--- config.mk ---
export PLATFORM = sky130hd
export DESIGN_NAME = pipe_reg_chain
export DESIGN_NICKNAME = d
export VERILOG_FILES = /design/src/rtl/pipe_reg_chain_pkg.sv /design/src/rtl/pipe_reg_chain_stage.sv /design/src/rtl/pipe_reg_chain.sv
export SDC_FILE = /design/constraint.sdc
export NUM_CORES = 1
export LEC_CHECK = 0
export ABC_AREA = 1
export CAP_MARGIN = 20
export CORE_ASPECT_RATIO = 2
export CORE_MARGIN = 2
export CORE_UTILIZATION = 42
export DETAILED_ROUTE_END_ITERATION = 10
export HOLD_SLACK_MARGIN = 0.1
export PLACE_DENSITY = 0.72
export SLEW_MARGIN = 10
export SYNTH_ARGS = -nofsm -noshare
export SYNTH_HDL_FRONTEND = slang
export SYNTH_SLANG_ARGS = --single-unit
--- constraint.sdc ---
create_clock -name clk -period 1.05 [get_ports clk]
set_input_delay 0.2625 -clock clk [delete_from_list [all_inputs] [get_ports clk]]
set_output_delay 0.2625 -clock clk [all_outputs]
set_load 0.1 [all_outputs]
--- src/rtl/pipe_reg_chain_pkg.sv ---
// rtl/pipe_reg_chain_pkg.sv - shared constants and helpers for the elastic register chain
package pipe_reg_chain_pkg;

  // Deepest chain the DSP operand paths are built with
  localparam int MAX_DEPTH = 16;

  // Occupancy counter width: enough bits for 0..depth, never narrower than 1
  function automatic int occ_width(input int depth);
    return (depth < 1) ? 1 : $clog2(depth + 1);
  endfunction

endpackage

--- src/rtl/pipe_reg_chain_stage.sv ---
// rtl/pipe_reg_chain_stage.sv - one data+valid register of the elastic chain
module pipe_reg_chain_stage #(
  parameter int               WIDTH     = 18,
  parameter logic [WIDTH-1:0] RESET_VAL = '0
) (
  input  logic             clk,
  input  logic             rst,
  input  logic             clr,
  input  logic             adv,
  input  logic             in_valid,
  input  logic [WIDTH-1:0] in_data,
  output logic             valid,
  output logic [WIDTH-1:0] data
);

  // Flush drops the valid bit only; data loads just when a valid word arrives
  always_ff @(posedge clk or negedge rst) begin
    if (!rst) begin
      valid <= 1'b0;
      data  <= RESET_VAL;
    end else if (clr) begin
      valid <= 1'b0;
    end else if (adv) begin
      valid <= in_valid;
      if (in_valid) begin
        data <= in_data;
      end
    end
  end

endmodule

--- src/rtl/pipe_reg_chain.sv ---
// rtl/pipe_reg_chain.sv - DEPTH-stage elastic pipeline register chain with bubble collapsing
module pipe_reg_chain
  import pipe_reg_chain_pkg::*;
#(
  parameter int               WIDTH     = 18,
  parameter int               DEPTH     = 2,
  parameter logic [WIDTH-1:0] RESET_VAL = '0
) (
  input  logic                          clk,
  input  logic                          rst,
  input  logic                          clr,
  input  logic                          in_valid,
  output logic                          in_ready,
  input  logic [WIDTH-1:0]              d,
  output logic                          out_valid,
  input  logic                          out_ready,
  output logic [WIDTH-1:0]              out,
  output logic [occ_width(DEPTH)-1:0]   occupancy
);

  localparam int OCC_W = occ_width(DEPTH);

  if (DEPTH == 0) begin : g_bypass
    logic unused_clk_rst;

    assign unused_clk_rst = clk ^ rst;
    assign out       = d;
    assign out_valid = in_valid & ~clr;
    assign in_ready  = out_ready & ~clr;
    assign occupancy = '0;
  end else begin : g_chain
    logic [DEPTH-1:0] valid_q;
    logic [DEPTH-1:0] adv;
    logic [WIDTH-1:0] data_q [DEPTH];
    logic             adv_carry;

    // Advance chain runs output-to-input: an empty stage always moves, a full one only if its successor does
    always_comb begin
      adv_carry = out_ready;
      adv       = '0;
      for (int i = DEPTH - 1; i >= 0; i--) begin
        adv_carry = ~valid_q[i] | adv_carry;
        adv[i]    = adv_carry;
      end
    end

    for (genvar i = 0; i < DEPTH; i++) begin : g_stage
      logic             stg_valid;
      logic [WIDTH-1:0] stg_data;

      if (i == 0) begin : g_head
        assign stg_valid = in_valid;
        assign stg_data  = d;
      end else begin : g_body
        assign stg_valid = valid_q[i-1];
        assign stg_data  = data_q[i-1];
      end

      pipe_reg_chain_stage #(
        .WIDTH     (WIDTH),
        .RESET_VAL (RESET_VAL)
      ) u_stage (
        .clk      (clk),
        .rst      (rst),
        .clr      (clr),
        .adv      (adv[i]),
        .in_valid (stg_valid),
        .in_data  (stg_data),
        .valid    (valid_q[i]),
        .data     (data_q[i])
      );
    end

    assign in_ready  = adv[0] & ~clr;
    assign out_valid = valid_q[DEPTH-1] & ~clr;
    assign out       = data_q[DEPTH-1];

    // Occupancy is a pure popcount of the stage valid bits
    always_comb begin
      occupancy = '0;
      for (int i = 0; i < DEPTH; i++) begin
        occupancy = occupancy + OCC_W'(valid_q[i]);
      end
    end
  end

endmodule

==> results of run 1 <==
==> metal layers <==
metal / vias to the layer above / routed length (um)
met2: 48 / 2790
li1: 694 / -
met3: 20 / 199
met4: 0 / 247
met5: - / 0
met1: 714 / 1550
==> critical path, cell delays in order, from the launching register on <==
cell and delay [ps]:
dfrtp_2 470, ha_4 300, buf_12 160
==> kinds of logic after synthesis <==
logic type,Yosys count
AND/OR/NAND/NOR,116
flip-flops,38
buffers and inverters,15
AO/OA/AOI/OAI,2
adder cells (fa/ha/maj),1
==> worst paths after layout <==
kind,from,endpoint,cells past startpoint
max,g_chain.g_stage[1].u_stage.valid$_DFFE_PN0P_,occupancy[0],2
min,in_valid,g_chain.g_stage[0].u_stage.valid$_DFFE_PN0P_,4
max reg2reg,g_chain.g_stage[0].u_stage.valid$_DFFE_PN0P_,g_chain.g_stage[0].u_stage.data[12]$_DFFE_PN0P_,5
min reg2reg,g_chain.g_stage[0].u_stage.data[3]$_DFFE_PN0P_,g_chain.g_stage[0].u_stage.data[3]$_DFFE_PN0P_,2
max in group asynchronous,rst,g_chain.g_stage[1].u_stage.data[4]$_DFFE_PN0P_,3
min in group asynchronous,rst,g_chain.g_stage[0].u_stage.data[15]$_DFFE_PN0P_,3
==> final cells by class <==
type                    count  area [um^2]
flip-flops and latches     38          976
repair buffers             68          942
multi-input cells         123          802
fillers                   227          756
clock buffers               8         80.1
well taps                  49         61.3
inverters                   6         28.8
==> state kept, by name, summed over array words and instances, names as in the netlist <==
name / count
g_chain.g_stage.u_stage.data: 36
g_chain.g_stage.u_stage.valid: 2
==> stage by stage <==
stage	util (%)	total power, uW
floorplan	-	3290
global placement	66.7	4210
detailed placement	66.7	4240
CTS	70.4	5190
global route	79.3	5540
finish	79.3	5350
==> placed cells by master (no fill, tap or decap) <==
cell,netlist,layout
inv_1,6,2
nand2_2,0,9
nand2_4,2,5
nand3_1,36,18
inv_4,0,1
ha_4,0,1
nor2_8,2,2
dlymetal6s2s_1,0,2
clkbuf_8,0,5
a21oi_1,2,1
nand3_4,0,3
buf_2,2,1
nand3_2,1,16
clkdlybuf4s50_1,0,18
inv_2,0,2
buf_6,5,4
a21oi_2,0,1
buf_4,2,13
clkinvlp_4,0,1
dlygate4sd3_1,0,1
buf_12,0,26
nand2_8,0,3
dlygate4sd2_1,0,1
dfrtp_2,0,20
clkbuf_1,0,3
nand2_1,74,63
clkbuf_16,0,2
nor2_4,0,1
dfrtp_1,38,18
==> report_power, final <==
group,internal [uW],switching (uW),leakage [uW]
Combinational,879,1530,0.000884
Sequential,1730,230,0.000455
Clock,472,506,0.0000395
Total,3080,2270,0.00138
==> what timing repair did <==
item	4_1_cts	5_1_grt
pin swaps	1	23
endpoints found under the hold margin	38	0
buffers inserted	2	5
hold buffers	1	0
gates resized for setup	8	46
cloned	0	6
setup endpoints to repair	59	60
==> results.toml, run 1 <==
[critical_path]
r2r_setup_slack_ps = -150
start_kind = "flop"
cp.required_ps = 790
cp_max_fo = 3
arrival_ps = 1240
end_kind = "output port"
path_class = "reg2out"

[timing]
finalMaxSlewViolations = 0
setup_viol = 59
layout_setup_ws_ps = -448
clock_skew_ps = 11.8
timing.fmax_mhz = 668
hold_viol = 0
rsz0062_at_grt = "yes"
timing.hold.ws_ps = 386
finalCritPeriodShare_pct = 143
fin_tns_setup_ps = -6110
fin_crit_ps = 1500
max_slew_margin_pct = 86.7
worst_pin_slew_ps = 200

[floorplanning]
dieArea_um2 = 4380
die_h_um = 91.6
num_io_pins = 45
fp.dieW_um = 47.8
rows = 31
start_util_pct = 44.2
core_area_um2 = 3650

[logic_synthesis]
synth_edf_count = 0
ys.flop_type = "dfrtp_1"
synth.area.top_cells = "dfrtp_1 (59%), nand2_1 (17%), nand3_1 (11%), buf_6 (3.5%), nor2_8 (2.5%)"
muxShareOfSynthArea_pct = 0
ys_warn_count = 0
yosys.area_share.adder_pct = 0.776
synth_top_family_by_area = "simple AND/OR/NAND/NOR gates"
synthCells = 172
ys_top_cells_by_count = "nand2_1 (74), dfrtp_1 (38), nand3_1 (36), inv_1 (6), buf_6 (5)"
synth_nets = 196
synth_compound_area_share_pct = 0.621
avgSynthCellArea_um2 = 9.37
synth-async-reset-ratio_pct = 100
synth-simple-area-share_pct = 33.2
syn_area_um2 = 1610
yosysUniqueCellTypes = 13
synth_top_area_cell = "dfrtp_1"
synth_xor_area_share_pct = 0
ys_ff_latch = 38
yosysTopAreaCellShare_pct = 59.0
synth.most_common_cell = "nand2_1"
ys_seq_area_share_pct = 59.0

[final_layout]
areaGrowthSynthToFinish_pct = 79.3
stdcell_area_um2 = 2890
drive_gt1_share_pct = 47.7
fin_nets = 266
antenna_cells = 0
final_cells = 292

[global_route]
use_met2_pct = 31.4
grt_pass1_vias = 1332
top_usage_layer = "met2"
met1_usage_pct = 20.1
grt.total_usage_pct = 18.6
use_met3_pct = 4.97
gr-total-overflow = 0
grt_max_degree = 39
grt_pass1_wl_um = 5840
antenna_found_initial = 0

[detailed_routing]
postRouteAntennaNets = 0
drtIter0Drc = 51
routed_wl_um = 4780
drt-vias-per-instance = 5.05
num_vias = 1476
wire_per_inst_um = 16.4
drt-pass1-iter-count = 4
drc_errors = 0

[clock_network]
cts.htree.levels = 2
clkTransAtPathRegs_ps = 80
clk_latency_ps = 300
cts_tree = "yes"
clock_path_buffers = 2
cts_num_sinks = 38
numCtsBuffers = 5
cts_root_buf = "clkbuf_8"

[status]
status = "finished with violations"
violations = "negative setup slack"

[power_and_ir_drop]
leakage_uw = 0.00138
ir_worst_vdd_mv = 1.20
powerDensity_nw_per_um2 = 1850

[flow_run]
cap_violations = 0

[placed_design]
dp.cells = 270
place_hpwl_um = 2530
place_area_um2 = 2430
routabilityCongestion = 0.756
numPortBuffers = 44
dp_worst_setup_slack_ps = -443

[min_path]
hp-class = "in2reg"
Power figures use the tool's default switching activity.
==> inputs of run 2 (changes only) <==
--- a/config.mk
+++ b/config.mk
@@ -10,6 +10,7 @@
 export CORE_ASPECT_RATIO = 2
 export CORE_MARGIN = 2
 export CORE_UTILIZATION = 42
+export CTS_BUF_LIST = sky130_fd_sc_hd__clkbuf_4 sky130_fd_sc_hd__clkbuf_8 sky130_fd_sc_hd__clkbuf_16
 export DETAILED_ROUTE_END_ITERATION = 10
 export HOLD_SLACK_MARGIN = 0.1
 export PLACE_DENSITY = 0.72
==> results.toml, run 2 (same netlist as run 1, synthesis figures left out) <==
[final_layout]
layout_commonest_cell = "nand2_1"
largest_register_ff_count = 36
areaGrowthSynthToFinish_pct = 79.4
drive_gt1_share_pct = 49.2
final_cell_mix = "nand2_1 (62), buf_12 (27), dfrtp_2 (20)"
antenna_cells = 0
final.fill_count = 237
fin_nets = 265
reg.largest.list = "g_chain.g_stage.u_stage.data x36, g_chain.g_stage.u_stage.valid x2"
final_cells = 291
top_register = "g_chain.g_stage.u_stage.data"

[critical_path]
critPathLaunch = "g_chain.g_stage[1].u_stage.valid$_DFFE_PN0P_"
max_stage_delay_ps = 460
cp-endpoint = "occupancy[0]"
r2r_start = "g_chain.g_stage[1].u_stage.valid$_DFFE_PN0P_"
r2r_setup_slack_ps = -140
rr_worst_depth = 5
path_buf_inv = 1
end_kind = "output port"
start_kind = "flop"
arrival_ps = 1220
path_class = "reg2out"
r2r_end = "g_chain.g_stage[1].u_stage.data[7]$_DFFE_PN0P_"
cpLargestDelayFamily = "flip-flops"
crit_cells = 2
cp_max_fo = 3
cp.required_ps = 790
crit_chain = "ha_4 -> buf_12"
cpMaxStageDelayCell = "dfrtp_2"

[global_route]
grt.total_usage_pct = 19.7
antenna_found_initial = 0
grt_max_degree = 39
grt_pass1_vias = 1390
gr-total-overflow = 0
grt_pass1_wl_um = 6160

[timing]
fin_crit_ps = 1480
timing.fmax_mhz = 677
fin_tns_setup_ps = -6050
layout_setup_ws_ps = -428
hold_viol = 0
finalMaxSlewViolations = 0
clock_skew_ps = 7.80
finalCritPeriodShare_pct = 141
rsz0062_at_grt = "yes"
worst_pin_slew_ps = 200
setup_viol = 59
max_slew_margin_pct = 86.6

[clock_network]
numCtsBuffers = 5
clock_path_buffers = 2
cts_root_buf = "clkbuf_8"
cts.htree.levels = 2
clk_latency_ps = 290
cts_tree = "yes"
clkTransAtPathRegs_ps = 70
cts_num_sinks = 38

[detailed_routing]
drc_errors = 0
routed_wl_um = 4650
postRouteAntennaNets = 0
drtIter0Drc = 32
wire_per_inst_um = 16.0
drt-vias-per-instance = 5.04
drt-pass1-iter-count = 6
num_vias = 1468

[flow_run]
cap_violations = 0

[placed_design]
numPortBuffers = 44
dp.cells = 270
place_hpwl_um = 2530
routabilityCongestion = 0.756

[floorplanning]
fp.dieW_um = 47.8
dieArea_um2 = 4380
num_io_pins = 45
start_util_pct = 44.2
rows = 31
die_h_um = 91.6
core_area_um2 = 3650

[power_and_ir_drop]
seq_power_share_pct = 36.3
pwr-share-clk_pct = 19.1
internal_power_uw = 3170
swShare_pct = 41.4
power_frac_comb_pct = 44.6
powerDensity_nw_per_um2 = 1870
leakage_uw = 0.00138
p_sw_uw = 2240
ir_worst_vdd_mv = 1.28

[status]
status = "finished with violations"
violations = "negative setup slack"

[min_path]
hp-class = "in2reg"
run 2: layout make-up:
class | instances | area (um^2) | share of cell area (%)
multi-input combinational | 122 | 779 | 27.0
tap | 49 | 61.3 | 2.12
sequential | 38 | 976 | 33.8
clock buffer | 8 | 91.3 | 3.16
timing repair buffer | 68 | 955 | 33.0
inverter | 6 | 28.8 | 0.995
run 2: timing repair:
item | 4_1_cts | 5_1_grt
setup endpoints to repair | 59 | 60
hold buffers | 1 | 0
hold endpoints to repair | 38 | 0
buffers inserted | 2 | 5
gates resized for setup | 11 | 41
pin swaps | 2 | 20
gates cloned | 1 | 4
run 2: worst min-delay path by stage:
| stage | slack, ps | start | end | cells after the start |
|---|---|---|---|---|
| after floorplan | -30 | rst | g_chain.g_stage[0].u_stage.data[0]$_DFFE_PN0P_ | 0 |
| after global placement | 240 | rst | g_chain.g_stage[0].u_stage.data[0]$_DFFE_PN0P_ | 2 |
| after detailed placement | 240 | rst | g_chain.g_stage[0].u_stage.data[0]$_DFFE_PN0P_ | 2 |
| after CTS | 470 | rst | g_chain.g_stage[0].u_stage.data[0]$_DFFE_PN0P_ | 3 |
| after global routing | 410 | in_valid | g_chain.g_stage[0].u_stage.valid$_DFFE_PN0P_ | 4 |
| final | 400 | in_valid | g_chain.g_stage[0].u_stage.valid$_DFFE_PN0P_ | 4 |
run 2: power groups by stage:
| stage | Sequential [uW] | Combinational (uW) | Clock [uW] |
|---|---|---|---|
| detailed placement | 1980 | 2260 | 0 |
| CTS | 1950 | 2310 | 1020 |
| global route | 1990 | 2500 | 1100 |
| global placement | 1970 | 2250 | 0 |
| floorplan | 2930 | 359 | 0 |
| finish | 1960 | 2410 | 1030 |
run 2: per-stage QoR:
step           utilization [%]  worst slack, ps  hold slack (ps)  total power (uW)  instance area [um^2]
2_1_floorplan                -             -310            -33.1              3290                  1660
3_3_place_gp              66.7             -385              238              4210                  2430
3_5_place_dp              66.7             -443              242              4240                  2430
4_1_cts                   71.2             -407              471              5280                  2600
5_1_grt                   79.3             -443              411              5590                  2890
6_report                  79.3             -428              400              5400                  2890
run 2: tightest hold or removal path, stage by stage:
cell and delay, ps:
dlymetal6s2s_1 130, inv_2 100, buf_4 130, a21oi_2 50
run 2: per-layer routing:
| layer | routed length, um | vias up | GRT usage (%) |
|---|---|---|---|
| li1 | - | 686 | - |
| met1 | 1590 | 723 | 21.0 |
| met2 | 2710 | 47 | 32.8 |
| met3 | 198 | 12 | 4.77 |
| met4 | 146 | 0 | 10.8 |
| met5 | 0 | - | 0 |
==> inputs of run 3 (changes only) <==
--- a/config.mk
+++ b/config.mk
@@ -6,6 +6,7 @@
 export NUM_CORES = 1
 export LEC_CHECK = 0
 export ABC_AREA = 1
+export ABC_CLOCK_PERIOD_IN_PS = 1050
 export CAP_MARGIN = 20
 export CORE_ASPECT_RATIO = 2
 export CORE_MARGIN = 2
==> results of run 3 <==
Final layout, timing and power as in run 2 (identical DEF).
